===== config.mk =====
export PLATFORM = sky130hd
export DESIGN_NAME = multu_hilo_flat
export DESIGN_NICKNAME = d
export VERILOG_FILES = /design/src/rtl/multu_if.sv /design/src/rtl/multu_hilo.sv /design/src/flat_wrapper.sv
export SDC_FILE = /design/constraint.sdc
export NUM_CORES = 1
export LEC_CHECK = 0
export CAP_MARGIN = 25
export CORE_ASPECT_RATIO = 2
export CORE_MARGIN = 2
export CORE_UTILIZATION = 45
export DETAILED_ROUTE_END_ITERATION = 8
export PLACE_DENSITY_LB_ADDON = 0.12
export SETUP_SLACK_MARGIN = 0.5
export SLEW_MARGIN = 20
export SYNTH_ARGS = -nofsm -noshare
export SYNTH_HDL_FRONTEND = slang
export SYNTH_SLANG_ARGS = --single-unit

===== constraint.sdc =====
create_clock -name clk -period 3 [get_ports clk]
set_clock_uncertainty 0.1 [all_clocks]
set_input_delay 0.75 -clock clk [delete_from_list [all_inputs] [get_ports clk]]
set_output_delay 0.75 -clock clk [all_outputs]
set_load 0.02 [all_outputs]

===== src/rtl/multu_if.sv =====
// Function-code and result bundle between ALU control, datapath and multiplier.
// The control side drives Signal and operands; the multiplier returns HI/LO and status.
interface multu_if #(
  parameter int WIDTH = 32
);
  logic [5:0]       Signal;
  logic [WIDTH-1:0] dataA;
  logic [WIDTH-1:0] dataB;
  logic [WIDTH-1:0] hilo_out;
  logic [WIDTH-1:0] hi;
  logic [WIDTH-1:0] lo;
  logic             busy;
  logic             done;

  modport master (
    output Signal, dataA, dataB,
    input  hilo_out, hi, lo, busy, done
  );

  modport slave (
    input  Signal, dataA, dataB,
    output hilo_out, hi, lo, busy, done
  );
endinterface


===== src/rtl/multu_hilo.sv =====
// Sequential unsigned shift-add multiplier owning the architectural HI/LO pair.
// One multiply per rising edge of MULTU on Signal; MFHI/MFLO read the registers.
module multu_hilo #(
  parameter int         WIDTH   = 32,
  parameter logic [5:0] F_MULTU = 6'd25,
  parameter logic [5:0] F_MFHI  = 6'd16,
  parameter logic [5:0] F_MFLO  = 6'd18
) (
  input  logic   clk,
  input  logic   rst,
  multu_if.slave bus
);
  localparam int CW = $clog2(WIDTH);

  typedef enum logic [1:0] {
    IDLE,
    RUN,
    FIN
  } state_t;

  state_t             state, state_nx;
  logic [WIDTH-1:0]   mcand, mcand_nx;
  logic [2*WIDTH-1:0] product, product_nx;
  logic [CW-1:0]      count, count_nx;
  logic               lock, lock_nx;
  logic [WIDTH-1:0]   hi, hi_nx;
  logic [WIDTH-1:0]   lo, lo_nx;
  logic               busy, busy_nx;
  logic               done, done_nx;
  logic [WIDTH:0]     sum;

  always_ff @(posedge clk) begin
    if (rst) begin
      state   <= IDLE;
      mcand   <= '0;
      product <= '0;
      count   <= '0;
      lock    <= 1'b0;
      hi      <= '0;
      lo      <= '0;
      busy    <= 1'b0;
      done    <= 1'b0;
    end else begin
      state   <= state_nx;
      mcand   <= mcand_nx;
      product <= product_nx;
      count   <= count_nx;
      lock    <= lock_nx;
      hi      <= hi_nx;
      lo      <= lo_nx;
      busy    <= busy_nx;
      done    <= done_nx;
    end
  end

  // The carry out of the partial-sum add is kept as bit WIDTH.
  always_comb begin
    sum = {1'b0, product[2*WIDTH-1:WIDTH]}
        + (product[0] ? {1'b0, mcand} : '0);
  end

  always_comb begin
    state_nx   = state;
    mcand_nx   = mcand;
    product_nx = product;
    count_nx   = count;
    lock_nx    = lock;
    hi_nx      = hi;
    lo_nx      = lo;
    busy_nx    = busy;
    done_nx    = 1'b0;

    // Holding MULTU must not retrigger, so the lock drops only when it leaves.
    if (bus.Signal != F_MULTU) begin
      lock_nx = 1'b0;
    end

    unique case (state)
      IDLE: begin
        if (bus.Signal == F_MULTU && !lock) begin
          mcand_nx   = bus.dataA;
          product_nx = {{WIDTH{1'b0}}, bus.dataB};
          count_nx   = '0;
          lock_nx    = 1'b1;
          busy_nx    = 1'b1;
          state_nx   = RUN;
        end
      end
      RUN: begin
        product_nx = {sum, product[WIDTH-1:1]};
        count_nx   = count + CW'(1);
        busy_nx    = 1'b1;
        if (count == CW'(WIDTH - 1)) begin
          state_nx = FIN;
        end
      end
      FIN: begin
        hi_nx    = product[2*WIDTH-1:WIDTH];
        lo_nx    = product[WIDTH-1:0];
        done_nx  = 1'b1;
        busy_nx  = 1'b0;
        state_nx = IDLE;
      end
      default: begin
        state_nx = IDLE;
        busy_nx  = 1'b0;
      end
    endcase
  end

  always_comb begin
    bus.hilo_out = '0;
    unique case (1'b1)
      (bus.Signal == F_MFHI): bus.hilo_out = hi;
      (bus.Signal == F_MFLO): bus.hilo_out = lo;
      default:                bus.hilo_out = '0;
    endcase
  end

  assign bus.hi   = hi;
  assign bus.lo   = lo;
  assign bus.busy = busy;
  assign bus.done = done;
endmodule

===== src/flat_wrapper.sv =====
// flat-port wrapper written by rule: the top's interface ports become plain ports
module multu_hilo_flat 
#(
  parameter int         WIDTH   = 32,
  parameter logic [5:0] F_MULTU = 6'd25,
  parameter logic [5:0] F_MFHI  = 6'd16,
  parameter logic [5:0] F_MFLO  = 6'd18
)
  (clk, rst, bus_Signal, bus_dataA, bus_dataB, bus_hilo_out, bus_hi, bus_lo, bus_busy, bus_done);
  multu_if #(.WIDTH(WIDTH)) bus_i ();
  input  logic clk;
  input  logic rst;
  input wire logic [$bits(bus_i.Signal)-1:0] bus_Signal;
  input wire logic [$bits(bus_i.dataA)-1:0] bus_dataA;
  input wire logic [$bits(bus_i.dataB)-1:0] bus_dataB;
  output wire logic [$bits(bus_i.hilo_out)-1:0] bus_hilo_out;
  output wire logic [$bits(bus_i.hi)-1:0] bus_hi;
  output wire logic [$bits(bus_i.lo)-1:0] bus_lo;
  output wire logic [$bits(bus_i.busy)-1:0] bus_busy;
  output wire logic [$bits(bus_i.done)-1:0] bus_done;
  assign bus_i.Signal = bus_Signal;
  assign bus_i.dataA = bus_dataA;
  assign bus_i.dataB = bus_dataB;
  assign bus_hilo_out = bus_i.hilo_out;
  assign bus_hi = bus_i.hi;
  assign bus_lo = bus_i.lo;
  assign bus_busy = bus_i.busy;
  assign bus_done = bus_i.done;
  multu_hilo #(.WIDTH(WIDTH), .F_MULTU(F_MULTU), .F_MFHI(F_MFHI), .F_MFLO(F_MFLO)) u_core (.clk(clk), .rst(rst), .bus(bus_i));
endmodule

==> flow_summary.rst <==
.. list-table::
   :header-rows: 1

   * - Metric
     - Value
   * - Clock network fraction of total power
     - 45.7%
   * - Fill cell count
     - 1563
   * - Static Leakage
     - 4.37 nW
   * - Outcome
     - finished, final reports clean
   * - Sequential cell area fraction in the yosys report
     - 40.1%
   * - Max-slew headroom
     - 55.7%
   * - Chip width
     - 101 um
   * - Fraction of registers with async set or reset after synthesis
     - 0%
   * - Switching share of power
     - 23.3%
   * - Min Tclk post-route
     - 2.71 ns
   * - Clock tree from TritonCTS
     - built
   * - Main flop type after synthesis
     - sky130_fd_sc_hd__dfxtp_1
   * - Global-route wire length before repair
     - 41000 um
   * - Max Buffers Root-to-Sink
     - 2
   * - Core region area
     - 18700 um^2
   * - Maximum fanout along the worst path
     - 7
   * - Number of hold buffers added after CTS
     - 0
   * - Routed Antenna Nets
     - 0
   * - # IOs
     - 170
   * - Global routing usage on met2
     - 47.5%
   * - GR Layer Usage met3
     - 3.64%
   * - Area growth, synth to finish
     - 46.4%
   * - Slew @ Worst Pin
     - 0.664 ns
   * - Worst Path Class, Setup
     - reg2reg
   * - Share of cells above drive strength 1
     - 22.4%
   * - Detailed Route Iter0 Violations
     - 370
   * - Yosys reg bits
     - 170
   * - Clock latency on the worst-skew pair
     - 0.43 ns
   * - Clock tree sinks
     - 170
   * - Gate Count Post-Synth
     - 1113
   * - Net switching power of the design
     - 1.09 mW
   * - DP HPWL
     - 18100 um
   * - H-tree lvl count
     - 4
   * - CTS clock-pin slew for the worst setup and hold paths
     - 0.07 ns
   * - Starting density of the core
     - 45.5%
   * - Critical-path top delay cell
     - sky130_fd_sc_hd__or3_4
   * - Die Ht
     - 198 um
   * - IR drop worst, VDD
     - 285 uV
   * - Synth warn
     - 0
   * - Routed wirelength normalized by instance count
     - 17.4 um
   * - Library cell with the largest summed area after synthesis
     - sky130_fd_sc_hd__dfxtp_1
   * - Max frequency
     - 369 MHz
   * - Proportion of power drawn by flip-flops and latches
     - 49.0%
   * - Total clock buffers created by CTS
     - 17
   * - Number of vias per cell
     - 5.53
   * - Unrepaired setup endpoints after global routing
     - true
   * - Largest net degree at the start of global routing
     - 89
   * - Congestion Overflow GR
     - 0
   * - Number of hold violations in the final report
     - 0
   * - Total iterations of the first detailed-routing run
     - 5
   * - Most used routing layer in global routing
     - met2
   * - Kind of launch point of the worst setup path
     - flop
   * - Number of enable flip-flop cells after synthesis
     - 0
   * - # rows
     - 71
   * - Antenna violations before repair
     - 0
   * - Cell family with the largest share of critical-path delay
     - simple AND/OR/NAND/NOR gates
   * - Pwr Density
     - 375 nW/um^2
   * - Combined area of all synthesized cells
     - 8500 um^2
   * - Leading cell type in the layout, fill and taps excluded
     - sky130_fd_sc_hd__nand2_1
   * - Average footprint of a synthesized cell
     - 7.63 um^2
   * - Internal Power
     - 3.58 mW
   * - Worst endpoint data arrival time
     - 2.93 ns
   * - Number of global-route vias before repair
     - 8122
   * - Cells taking the most area after synthesis
     - sky130_fd_sc_hd__dfxtp_1, sky130_fd_sc_hd__nand2_1, sky130_fd_sc_hd__a21oi_1, sky130_fd_sc_hd__ha_1, sky130_fd_sc_hd__nor2_1
   * - Final WL
     - 26500 um
   * - Maximum single-stage delay on the critical path
     - 0.40 ns
   * - Share of the synthesized area in the top cell type
     - 40.1%
   * - Detailed-route DRC error count
     - 0
   * - Area post-placement
     - 10600 um^2
   * - Net count after synthesis
     - 1220
   * - Final estimated routing congestion in global placement
     - 0.877
   * - Combinational share of power
     - 5.4%
   * - Period utilisation layout
     - 90.3%
   * - Cell breakdown of the critical path
     - buf_6 -> buf_6 -> and2_4 -> ha_4 -> buf_4 -> a21oi_1 -> o21ai_2 -> or3_4 -> a31o_4 -> nand2_8 -> buf_4 -> xor2_1 -> o21ai_1
   * - Crit path buffers/inverters
     - 4
   * - All-layer global routing usage
     - 25.9%
   * - Reported max-cap violation count
     - 0
   * - Final Slew Violations
     - 0
   * - Die Area
     - 20100 um^2
   * - Cell variety after synth
     - 57
   * - Number of antenna diodes
     - 0
   * - Total vias in the final route
     - 8405
   * - Total power of the final layout
     - 4.66 mW
   * - Commonest cells after routing, fill and taps aside
     - sky130_fd_sc_hd__nand2_1, sky130_fd_sc_hd__dfxtp_1, sky130_fd_sc_hd__clkdlybuf4s50_1, sky130_fd_sc_hd__a21oi_1, sky130_fd_sc_hd__nor2_1
   * - Setup violators final
     - 0
   * - Critical path capture point type
     - flop
   * - Met1 track demand over resource
     - 28.3%
   * - Layout net count
     - 1395
   * - Final standard cell area without fillers
     - 12400 um^2
   * - Clk Tree Root Cell
     - sky130_fd_sc_hd__clkbuf_16
   * - Number of port buffers
     - 169
   * - Data required time at the worst endpoint
     - 3.22 ns
   * - Path type of the worst min-delay path
     - reg2reg
[power groups by stage]
stage	logic (mW)	registers (mW)	clock network [mW]
4_1_cts	0.242	2.28	2.16
2_1_floorplan	0.0981	2.33	0
6_report	0.250	2.28	2.13
3_5_place_dp	0.229	2.34	0
5_1_grt	0.269	2.28	2.27
3_3_place_gp	0.228	2.34	0
[registers in the layout, summed over array words and instances, names as in the netlist]
register and count:
u_core.mcand 32, u_core.state 2, u_core.product 64, u_core.bus.hi 32
u_core.bus.lo 32, u_core.count 5, u_core.lock 1, u_core.bus.busy 1
u_core.bus.done 1
[cell families after synthesis]
logic type                 share of synthesized area [%]
buffers and inverters                               4.29
muxes                                               3.77
DFF                                                 40.1
xor gates and xnor gates                            3.09
and+or+nand+nor                                     24.8
adders and majority gates                           5.24
AOI/OAI and AO/OA                                   18.8
[stage by stage]
stage / setup WS (ns) / hold WS [ns] / utilization, % / setup TNS (ns) / std cells
final: 0.292 / 0.350 / 66.7 / 0 / 1520
after global routing: 0.179 / 0.373 / 66.7 / 0 / 1520
after CTS: 0.223 / 0.351 / 63.2 / 0 / 1513
after detailed placement: -0.244 / 0.342 / 56.8 / -6.92 / 1462
after global placement: -0.203 / 0.339 / 56.8 / -6.22 / 1462
after floorplan: 0.471 / 0.332 / - / 0 / 1113
[path summary, 6_finish.rpt]
kind,slack (ns),startpoint,endpoint,cells after the start
worst max-delay path,0.29,u_core.product[0]$_SDFFE_PP0P_,u_core.product[53]$_SDFFE_PP0P_,13
worst min-delay path,0.35,u_core.mcand[12]$_SDFFE_PP0P_,u_core.mcand[12]$_SDFFE_PP0P_,2
worst max register to register,0.29,u_core.product[0]$_SDFFE_PP0P_,u_core.product[53]$_SDFFE_PP0P_,13
worst min register to register,0.35,u_core.mcand[12]$_SDFFE_PP0P_,u_core.mcand[12]$_SDFFE_PP0P_,2
[cell usage after synthesis (8+ instances only)]
master / count
sky130_fd_sc_hd__a21oi_1: 129
sky130_fd_sc_hd__inv_1: 8
sky130_fd_sc_hd__dfxtp_1: 170
sky130_fd_sc_hd__a311oi_1: 34
sky130_fd_sc_hd__nor2b_1: 8
sky130_fd_sc_hd__nand4_1: 12
sky130_fd_sc_hd__xor2_1: 14
sky130_fd_sc_hd__a22oi_1: 10
sky130_fd_sc_hd__nor2_1: 105
sky130_fd_sc_hd__mux2i_1: 32
sky130_fd_sc_hd__and2_1: 33
sky130_fd_sc_hd__nand2_1: 307
sky130_fd_sc_hd__o21ai_0: 35
sky130_fd_sc_hd__a21o_1: 8
sky130_fd_sc_hd__ha_1: 34
sky130_fd_sc_hd__buf_1: 9
sky130_fd_sc_hd__nand3_1: 8
sky130_fd_sc_hd__clkbuf_1: 64
sky130_fd_sc_hd__xnor2_1: 16
[tightest hold or removal path: cells and delay by family (launching register included)]
family	cells	cell delay (ns)
DFF	1	0.31
and+or+nand+nor	1	0.05
AOI/OAI and AO/OA	1	0.05
[final cells by class]
class | instances | area [um^2] | share of cell area [%]
Sequential cell | 170 | 3410 | 27.4
Tap cell | 219 | 274 | 2.20
Multi-Input combinational cell | 852 | 5710 | 45.9
Timing Repair Buffer | 239 | 2450 | 19.7
Clock buffer | 19 | 443 | 3.56
Clock inverter | 13 | 120 | 0.966
Inverter | 8 | 30.0 | 0.241
[per-layer routing]
metal	up-vias	wire length, um
met3	66	1090
met5	-	0
li1	4149	-
met4	0	1030
met2	248	14300
met1	3942	10100
[repair_timing]
action | in CTS | in global routing
setup endpoints to repair | 57 | 51
pin swaps | 40 | 56
resized for setup | 283 | 155
gates cloned | 2 | 1
setup buffers | 17 | 6
(Power assumes the default switching activity.)
